## config.mk

```make
export PLATFORM = sky130hd
export DESIGN_NAME = gcn_combination
export DESIGN_NICKNAME = d
export VERILOG_FILES = /design/src/rtl/gcn_pkg.sv /design/src/rtl/gcn_argmax_row.sv /design/src/rtl/gcn_combination.sv
export SDC_FILE = /design/constraint.sdc
export NUM_CORES = 2
export LEC_CHECK = 0
export CORE_ASPECT_RATIO = 1.4
export CORE_MARGIN = 2
export CORE_UTILIZATION = 49
export DETAILED_ROUTE_END_ITERATION = 6
export GPL_TIMING_DRIVEN = 0
export PLACE_DENSITY = 0.77
export SLEW_MARGIN = 25
export SYNTH_ARGS = -nofsm -noshare
export SYNTH_HDL_FRONTEND = slang
export SYNTH_SLANG_ARGS = --single-unit
```

## constraint.sdc

```tcl
create_clock -name clk -period 6.1 [get_ports clk]
set_input_delay 0.61 -clock clk [delete_from_list [all_inputs] [get_ports clk]]
set_output_delay 0.61 -clock clk [all_outputs]
set_load 0.01 [all_outputs]
```

## src/rtl/gcn_pkg.sv

```systemverilog
// ============================================================================
// Module  : gcn_pkg
// Brief   : Shared constants, typedefs and the row-add helper for the GCN
//           combination (aggregation + argmax) stage.
// Revision: 1.0 - initial release
// ============================================================================
`default_nettype none

package gcn_pkg;

  localparam int FEATURE_ROWS      = 6;
  localparam int WEIGHT_COLS       = 3;
  localparam int DOT_PROD_WIDTH    = 16;
  localparam int NUM_OF_NODES      = 6;
  localparam int COO_NUM_OF_COLS   = 6;
  localparam int COO_NUM_OF_ROWS   = 2;
  localparam int COO_BW            = $clog2(COO_NUM_OF_COLS);
  localparam int MAX_ADDRESS_WIDTH = 2;
  localparam int ROW_CNT_W         = (FEATURE_ROWS > 1) ? $clog2(FEATURE_ROWS) : 1;

  // One row of FM*W (or of an accumulator): WEIGHT_COLS unsigned elements.
  typedef logic [0:WEIGHT_COLS-1][DOT_PROD_WIDTH-1:0] fm_wm_row_t;

  // One COO edge: [0] = source node, [1] = destination node.
  typedef logic [0:COO_NUM_OF_ROWS-1][COO_BW-1:0] coo_edge_t;

  typedef enum logic [1:0] {
    IDLE   = 2'd0,
    EDGE   = 2'd1,
    ARGMAX = 2'd2,
    DONE   = 2'd3
  } gcn_state_e;

  // Element-wise add of two rows; each lane wraps modulo 2^DOT_PROD_WIDTH.
  function automatic fm_wm_row_t row_add(input fm_wm_row_t a, input fm_wm_row_t b);
    fm_wm_row_t sum;
    for (int c = 0; c < WEIGHT_COLS; c++) begin
      sum[c] = a[c] + b[c];
    end
    return sum;
  endfunction

endpackage

`default_nettype wire

```

## src/rtl/gcn_argmax_row.sv

```systemverilog
// ============================================================================
// Module  : gcn_argmax_row
// Brief   : Combinational COLS-way unsigned argmax. A strict greater-than scan
//           from column 0 means ties resolve to the lowest column index.
// Revision: 1.0 - initial release
// ============================================================================
`default_nettype none

module gcn_argmax_row #(
  parameter int COLS  = 3,
  parameter int WIDTH = 16,
  parameter int IDX_W = 2
) (
  input  logic [0:COLS-1][WIDTH-1:0] i_row,
  output logic [IDX_W-1:0]           o_idx
);

  logic [WIDTH-1:0] w_best;

  // Running maximum; only a strictly larger value moves the winning index.
  always_comb begin
    w_best = i_row[0];
    o_idx  = '0;
    for (int c = 1; c < COLS; c++) begin
      if (i_row[c] > w_best) begin
        w_best = i_row[c];
        o_idx  = IDX_W'(c);
      end
    end
  end

endmodule

`default_nettype wire

```

## src/rtl/gcn_combination.sv

```systemverilog
// ============================================================================
// Module  : gcn_combination
// Brief   : Walks the COO edge list accumulating neighbour rows of FM*W per
//           node (A*FM*W), then emits a per-node argmax class index.
// Revision: 1.0 - initial release
// ============================================================================
`default_nettype none

module gcn_combination
  import gcn_pkg::*;
(
  input  logic                                                       clk,
  input  logic                                                       reset,
  input  logic                                                       start,
  input  logic [0:FEATURE_ROWS-1][0:WEIGHT_COLS-1][DOT_PROD_WIDTH-1:0] fm_wm_in,
  input  logic [0:COO_NUM_OF_ROWS-1][COO_BW-1:0]                     coo_in,
  output logic [COO_BW-1:0]                                          coo_address,
  output logic                                                       done,
  output logic [0:FEATURE_ROWS-1][MAX_ADDRESS_WIDTH-1:0]             max_addi_answer
);

  localparam logic [1:0] c_ST_IDLE   = IDLE;
  localparam logic [1:0] c_ST_EDGE   = EDGE;
  localparam logic [1:0] c_ST_ARGMAX = ARGMAX;
  localparam logic [1:0] c_ST_DONE   = DONE;

  // Node bound is one bit wider than an index so NUM_OF_NODES == 2^COO_BW still works.
  localparam logic [COO_BW:0]    c_NUM_NODES = (COO_BW+1)'(NUM_OF_NODES);
  localparam logic [COO_BW-1:0]  c_LAST_ADDR = COO_BW'(COO_NUM_OF_COLS - 1);
  localparam logic [ROW_CNT_W-1:0] c_LAST_ROW = ROW_CNT_W'(FEATURE_ROWS - 1);

  logic [1:0]                                   r_state;
  logic [COO_BW-1:0]                            r_coo_addr;
  logic                                         r_done;
  logic [ROW_CNT_W-1:0]                         r_row;
  logic [0:FEATURE_ROWS-1][MAX_ADDRESS_WIDTH-1:0] r_answer;
  fm_wm_row_t                                   r_fm  [0:FEATURE_ROWS-1];
  fm_wm_row_t                                   r_acc [0:FEATURE_ROWS-1];

  fm_wm_row_t                                   w_acc_nxt [0:FEATURE_ROWS-1];
  coo_edge_t                                    w_edge;
  logic [COO_BW-1:0]                            w_src;
  logic [COO_BW-1:0]                            w_dst;
  logic                                         w_edge_ok;
  logic                                         w_self;
  logic                                         w_last_edge;
  logic                                         w_last_row;
  logic [MAX_ADDRESS_WIDTH-1:0]                 w_max_idx;

  assign w_edge      = coo_in;
  assign w_src       = w_edge[0];
  assign w_dst       = w_edge[1];
  assign w_edge_ok   = ({1'b0, w_src} < c_NUM_NODES) && ({1'b0, w_dst} < c_NUM_NODES);
  assign w_self      = (w_src == w_dst);
  // The address register also serves as the index of the edge currently on coo_in.
  assign w_last_edge = (r_coo_addr == c_LAST_ADDR);
  assign w_last_row  = (r_row == c_LAST_ROW);

  assign coo_address     = r_coo_addr;
  assign done            = r_done;
  assign max_addi_answer = r_answer;

  // Next accumulator values for the edge on coo_in; a self-loop adds its row only once.
  always_comb begin
    for (int r = 0; r < FEATURE_ROWS; r++) begin
      w_acc_nxt[r] = r_acc[r];
      if (w_edge_ok) begin
        if (COO_BW'(r) == w_src) begin
          w_acc_nxt[r] = row_add(w_acc_nxt[r], r_fm[w_dst]);
        end
        if ((COO_BW'(r) == w_dst) && !w_self) begin
          w_acc_nxt[r] = row_add(w_acc_nxt[r], r_fm[w_src]);
        end
      end
    end
  end

  // Single argmax unit, time-shared across rows by the ARGMAX row counter.
  gcn_argmax_row #(
    .COLS  (WEIGHT_COLS),
    .WIDTH (DOT_PROD_WIDTH),
    .IDX_W (MAX_ADDRESS_WIDTH)
  ) u_argmax (
    .i_row (r_acc[r_row]),
    .o_idx (w_max_idx)
  );

  // Control FSM plus the captured matrix, accumulators and result registers.
  always_ff @(posedge clk or negedge reset) begin
    if (!reset) begin
      r_state    <= c_ST_IDLE;
      r_coo_addr <= '0;
      r_done     <= 1'b0;
      r_row      <= '0;
      r_answer   <= '0;
      for (int r = 0; r < FEATURE_ROWS; r++) begin
        r_fm[r]  <= '0;
        r_acc[r] <= '0;
      end
    end else begin
      case (r_state)
        c_ST_IDLE: begin
          if (start) begin
            for (int r = 0; r < FEATURE_ROWS; r++) begin
              r_fm[r]  <= fm_wm_in[r];
              r_acc[r] <= '0;
            end
            r_answer   <= '0;
            r_coo_addr <= '0;
            r_row      <= '0;
            r_state    <= c_ST_EDGE;
          end
        end
        c_ST_EDGE: begin
          for (int r = 0; r < FEATURE_ROWS; r++) begin
            r_acc[r] <= w_acc_nxt[r];
          end
          if (w_last_edge) begin
            r_row   <= '0;
            r_state <= c_ST_ARGMAX;
          end else begin
            r_coo_addr <= r_coo_addr + 1'b1;
          end
        end
        c_ST_ARGMAX: begin
          r_answer[r_row] <= w_max_idx;
          if (w_last_row) begin
            r_done  <= 1'b1;
            r_state <= c_ST_DONE;
          end else begin
            r_row <= r_row + 1'b1;
          end
        end
        c_ST_DONE: begin
          // Results are held; dropping start re-arms without clearing them.
          if (!start) begin
            r_done  <= 1'b0;
            r_state <= c_ST_IDLE;
          end
        end
        default: r_state <= c_ST_IDLE;
      endcase
    end
  end

endmodule

`default_nettype wire

```

Word-level counts from Yosys, hierarchy flattened
Cells that the tools add are included.

storage, ports and cells
  bits of input ports = 297
  output and inout bits = 16
  register bits after elaboration = 597
  word-level logic and storage cells = 198

operators by class
  order comparisons = 8
  bitwise gates (word level) = 3
  eq/ne operators = 23
  muxes and demuxes = 57
  add/subtract/negate cells = 38
  reductions and logical operators = 23

operators with widths
  operator                                            number
  two-way mux 48 bit                                  30
  adder 16 bit                                        36
  case mux 288 bit (2 select lines)                   1
  binary-select mux 48 bit (select 3 bit)             3
  two-way mux 288 bit                                 1
  > comparator 16 bit                                 2
  case mux 12 bit (2 select lines)                    1
  two-way mux 16 bit                                  1
  inequality test 2 bit, second input constant        7
  bitwise mux 12 bit                                  1
  equality test 2 x 3 -> 1 bit, first input constant  4
  equality test 3 bit, first input constant           4
  >= comparator 4 bit, second input constant          3
  two-way mux 12 bit                                  1
  two-way mux 2 bit                                   6
  two-way mux 3 bit                                   4
  NOT 3 -> 4 bit                                      3
  case mux 3 bit (3 select lines)                     1
  AND reduction 3 bit                                 3
  logical AND 1 bit                                   8
  case mux 2 bit (4 select lines)                     1
  AND reduction 4 bit                                 2
  adder 3 x 1 -> 3 bit, second input constant         2
  demux 2 bit (select 3 bit)                          1
  other kinds (16)                                    26

Depth between registers and ports, before layout
  depth after elaboration = 11
  mapped depth = 32
  mapped depth without buffers = 28

Modules after synthesis
From an unflattened synthesis, not the netlist that was laid out.

second synthesis, totals
  cell total of the unflattened synthesis = 7006
  area, all modules = 58483.6 um^2

modules (own cells, without submodules)
  module           area an instance (um^2)  instances  cells an instance  seq. area each (um^2)
  gcn_combination  57536.4                  1          6888               14939.3
  gcn_argmax_row   947.2                    1          118                0.0

Worst setup path before layout
Ideal clock, no wire load.

  path kind = register to register
  start point = reg r_row[1]
  end point = reg r_answer (netlist bit max_addi_answer[8])
  setup time = 0.110 ns
  buffers on the path = 4
  clock period less this slack = 6.163 ns
  cell stages (with the launch flop) = 31
  setup slack = -0.063 ns
  data arrival time = 6.053 ns
  data required time = 5.990 ns
  path through = dfrtp_1 clkbuf_1 nor3_1 clkbuf_1 a22oi_1 nand2_1 a221o_1 inv_1 ha_1 nor2b_1 o21a_1 o21a_1 o21a_1 o21a_1 o21a_1 o21ai_1 a21oi_1 o41ai_2 buf_2 mux2i_1 ha_1 nor2b_1 o21a_1 o21a_1 o21a_1 o21ai_1 a21oi_1 a2111oi_0 a21oi_1 clkbuf_1 o41ai_1

on the way
  word-level cells in the longest chain between the ends = 10
  elaborated cells on any way between the ends = 16
  those cells by class = order compare: 4; mux: 10; bitwise: 1; reduce/logical: 1

RTL lines
  what                                                    line                                           RTL
  from (decl)                                             gcn_combination.sv:35                          logic [ROW_CNT_W-1:0] r_row;
  from (signal assigned)                                  gcn_combination.sv:131                         r_row <= r_row + 1'b1;
  NOT 3 -> 4 bit (not written as such) (*)                gcn_combination.sv:84, gcn_combination.sv:126
  binary-select mux 48 bit (select 3 bit)                 gcn_combination.sv:84                          .i_row (r_acc[r_row]),
  two-way mux 48 bit (not written as such) (2 in series)  gcn_combination.sv:84
  > comparator 16 bit                                     gcn_argmax_row.sv:25                           if (i_row[c] > w_best) begin
  two-way mux 16 bit                                      gcn_argmax_row.sv:25
  > comparator 16 bit                                     gcn_argmax_row.sv:25
  two-way mux 2 bit                                       gcn_argmax_row.sv:25
  bitwise mux 12 bit (*)                                  gcn_combination.sv:126                         r_answer[r_row] <= w_max_idx;
  case mux 12 bit (2 select lines) (*)                    gcn_combination.sv:101                         case (r_state)
  to (signal, indexed assignment)                         gcn_combination.sv:126
  to (decl)                                               gcn_combination.sv:36                          logic [0:FEATURE_ROWS-1][MAX_ADDRESS_WIDTH-1:0] r_answer;

Every way passes the cells marked *; elsewhere a longest branch is shown, timed or not. The select of a mux whose other input is x is not followed.
A chain may end at the register's enable or synchronous reset.

Worst setup path after layout
  start point = reg r_row[2]
  end point = reg r_answer (netlist bit max_addi_answer[5])

Same word-level chain as after synthesis.

==> summary.txt <==
Status
  – Outcome: finished with violations
  – Failing checks: DRC, setup timing

Clock tree
  – H-tree levels: 3
  – Num CTS Buffers: 71
  – Clk buf depth: 3
  – TritonCTS clock tree: yes
  – CTS Root Cell: clkbuf_16
  – Clock sink total: 597
  – Skew-Pair Late Insertion Delay: approximately 700 ps
  – Worst-path clk slew: roughly 70 ps

Drt
  – Vias/cell: between 6 and 7
  – Remaining antenna violation count after routing: 0
  – DR iter-0 viols: 6,672
  – Via count: 60.0k
  – DR pass1 iterations: 7
  – DRC: 10
  – Wire per inst: about 32 um
  – Total Wirelength: 285,000 um

Finish
  – Post-layout nets: between 8k and 9k
  – Final core occ: 0.582
  – Area growth, synth to finish: 18.1%
  – Share of layout cells above drive strength 1: 0.132

Run
  – Max Cap Viol: 0

Timing
  – Fin worst setup slack: -101 ps
  – Max transition margin: 0.172
  – Final Max Slew Viols: 0
  – Period utilisation layout: 1.02
  – Unrepaired setup endpoints after global routing: true
  – Final Hold Viols: 0
  – Crit path time final: a little over 6000 ps
  – Max frequency: about 160 MHz
  – Fin Clk Skew: approximately 38 ps
  – Worst-margin pin slew: 1240 ps
  – Final setup fails: 11

Pwr
  – Worst vdd ir: ~0.00062 V
  – Pwr per Cell Area: 581 mW/mm2
  – P_leak: between 30 and 40 nW

Global route
  – Gr ovfl total: 0
  – Gr usage total: 0.466
  – First-pass GRT wire length: about 400,000 um
  – Initial antenna violation count: 15
  – Pin count of the biggest net entering global routing: 95
  – Via count of the first global-routing pass: 58.6k

Setup path
  – Crit start category: register
  – Critical Path Fanout Max: 10
  – Critical Path RT: ~6700 ps
  – Reg2reg setup slack: -100 ps
  – Worst setup EP type: register
  – WP data arrival: 6810 ps
  – Kind of critical path: reg2reg

Die
  – Core ar.: 0.116 mm2
  – Io pins: about 310
  – Die Span Y: between 400 and 500 um
  – Initial Utilization: 0.493
  – Rows: 148
  – Die area: ~0.12 mm2
  – Chip width: between 200 and 300 um

Place
  – DP HPWL: 224,000 um
  – Final RePlAce weighted congestion: around 1.1
  – Post-place setup slack: -3200 ps
  – Port bufs: 310

Synth
  – Most numerous cell in the Yosys netlist: nand2_1
  – Post-synth ARST share: 1.00
  – Post-Syn Instances: 6,750
  – Ys flop type: dfrtp_1
  – Post-synth EDFFs: 0
  – Synth Cell Area: 0.0572 mm2
  – Area leader, netlist: dfrtp_1
  – Post-Syn Nets: ~7.7k
  – Yosys warnings: 0
  – Register bit total from synthesis: 597
  – Synthesized area per cell: between 8 and 9 um2
  – Synth top area share: 0.261
  – Most frequent cells after synthesis: 922 x nand2_1, 598 x o21ai_0, 597 x dfrtp_1, 580 x ha_1, 441 x a21oi_1
  – Largest cells by area after synthesis: dfrtp_1 26%, ha_1 13%, nand2_1 6.0%
  – Register area share after synthesis: 0.261
  – Netlist cell types: 93

Min path
  – Worst Hold Class: in2async
-- timing repair --
action / CTS / global route
endpoints found under the hold margin: 53 / 0
setup endpoints to repair: 231 / 75
setup buffers: 39 / 27
pin swaps: 32 / 31
gates cloned: 1 / 0
hold buffers: 1 / 0
resized for setup: 267 / 167
-- cells in the final DEF (no fill, tap or decap), types with 67 or more instances in the layout --
master	instances
nor2_1	385
o21ai_1	82
clkbuf_1	165
mux2_2	292
clkbuf_16	75
clkdlybuf4s50_1	306
o21a_1	68
dfrtp_1	594
a21oi_1	433
a21o_1	170
inv_1	163
o22ai_1	109
nand2_1	921
xor2_1	180
xnor2_1	264
clkbuf_2	89
a22oi_1	78
buf_4	74
ha_1	576
nand3_1	142
nor3_1	97
o21ai_0	536
mux2i_1	158
nand2b_1	67
-- final timing paths --
check | startpoint | end | cells past startpoint
setup / recovery | r_row[2] | max_addi_answer[5] | 27
hold / removal | reset | r_fm[198] | 2
setup reg to reg | r_row[2] | max_addi_answer[5] | 27
hold reg to reg | r_fm[102] | r_fm[102] | 1
max in group asynchronous | reset | r_fm[40] | 5
min in group clk | start | r_state[0] | 3
-- metrics by stage --
step           power (mW)  hold WS (ps)  instance area (um2)  instances  setup TNS [ps]
2_1_floorplan        23.0           314                57200       6750               0
3_3_place_gp         30.2           488                62200       8560               -
3_5_place_dp         31.3           503                63300       8610         -441490
4_1_cts              37.2           436                66800       8775            -440
5_1_grt              41.1           496                67500       8802           -2360
6_report             39.2           450                67500       8809            -646
-- report_power, final --
part	internal [mW]	switching (mW)
Sequential	5.74	2.39
Clock	2.41	2.08
Combinational	10.7	15.9
-- sequential cells by signal, indices dropped and copies added, names as in the netlist --
name             flops
r_acc              288
r_fm               288
max_addi_answer     12
coo_address          3
r_row                3
r_state              2
done                 1
-- logic make-up after synthesis --
kind of cell,synth area share
AOI/OAI and AO/OA,0.246
and+or+nand+nor,0.145
adders and majority gates,0.139
DFF,0.261
buffers and inverters,0.0338
muxes,0.106
xor gates and xnor gates,0.0680
-- worst max-delay path, stage by stage (launching register included) --
cell	delay (ps)
dfrtp_2	430
clkinvlp_4	150
and3_4	280
buf_6	180
clkbuf_4	280
a22oi_2	340
nand3_2	150
ha_1	330
a21o_1	170
a21oi_1	140
nor2b_1	60
o21ai_0	160
nand2b_1	70
a21oi_1	170
nor2b_1	110
o41ai_4	300
buf_6	190
buf_8	150
buf_4	270
mux2i_2	390
ha_1	210
a21oi_1	70
nor3_1	390
a2111oi_4	100
a21oi_4	480
buf_6	230
a31oi_4	80
o21ai_1	160
-- cell type report --
type                       count  area, um2
timing repair buffer         429       4460
multi-input combinational   5641      41500
clock inverter                32        278
sequential                   597      14900
fill                       10200      48600
tap                         1500       1880
antenna                        9       22.5
buffer                       330       1730
inverter                     173        674
clock buffer                  98       2040
-- per-layer routing --
metal,share of wire,GRT usage,vias to the layer above
met3,0.10,0.114,1382
met5,0.00078,0,-
met2,0.44,0.727,4059
met1,0.34,0.514,28600
met4,0.12,0.453,14
li1,-,-,25900
Power figures use the tool's default switching activity.
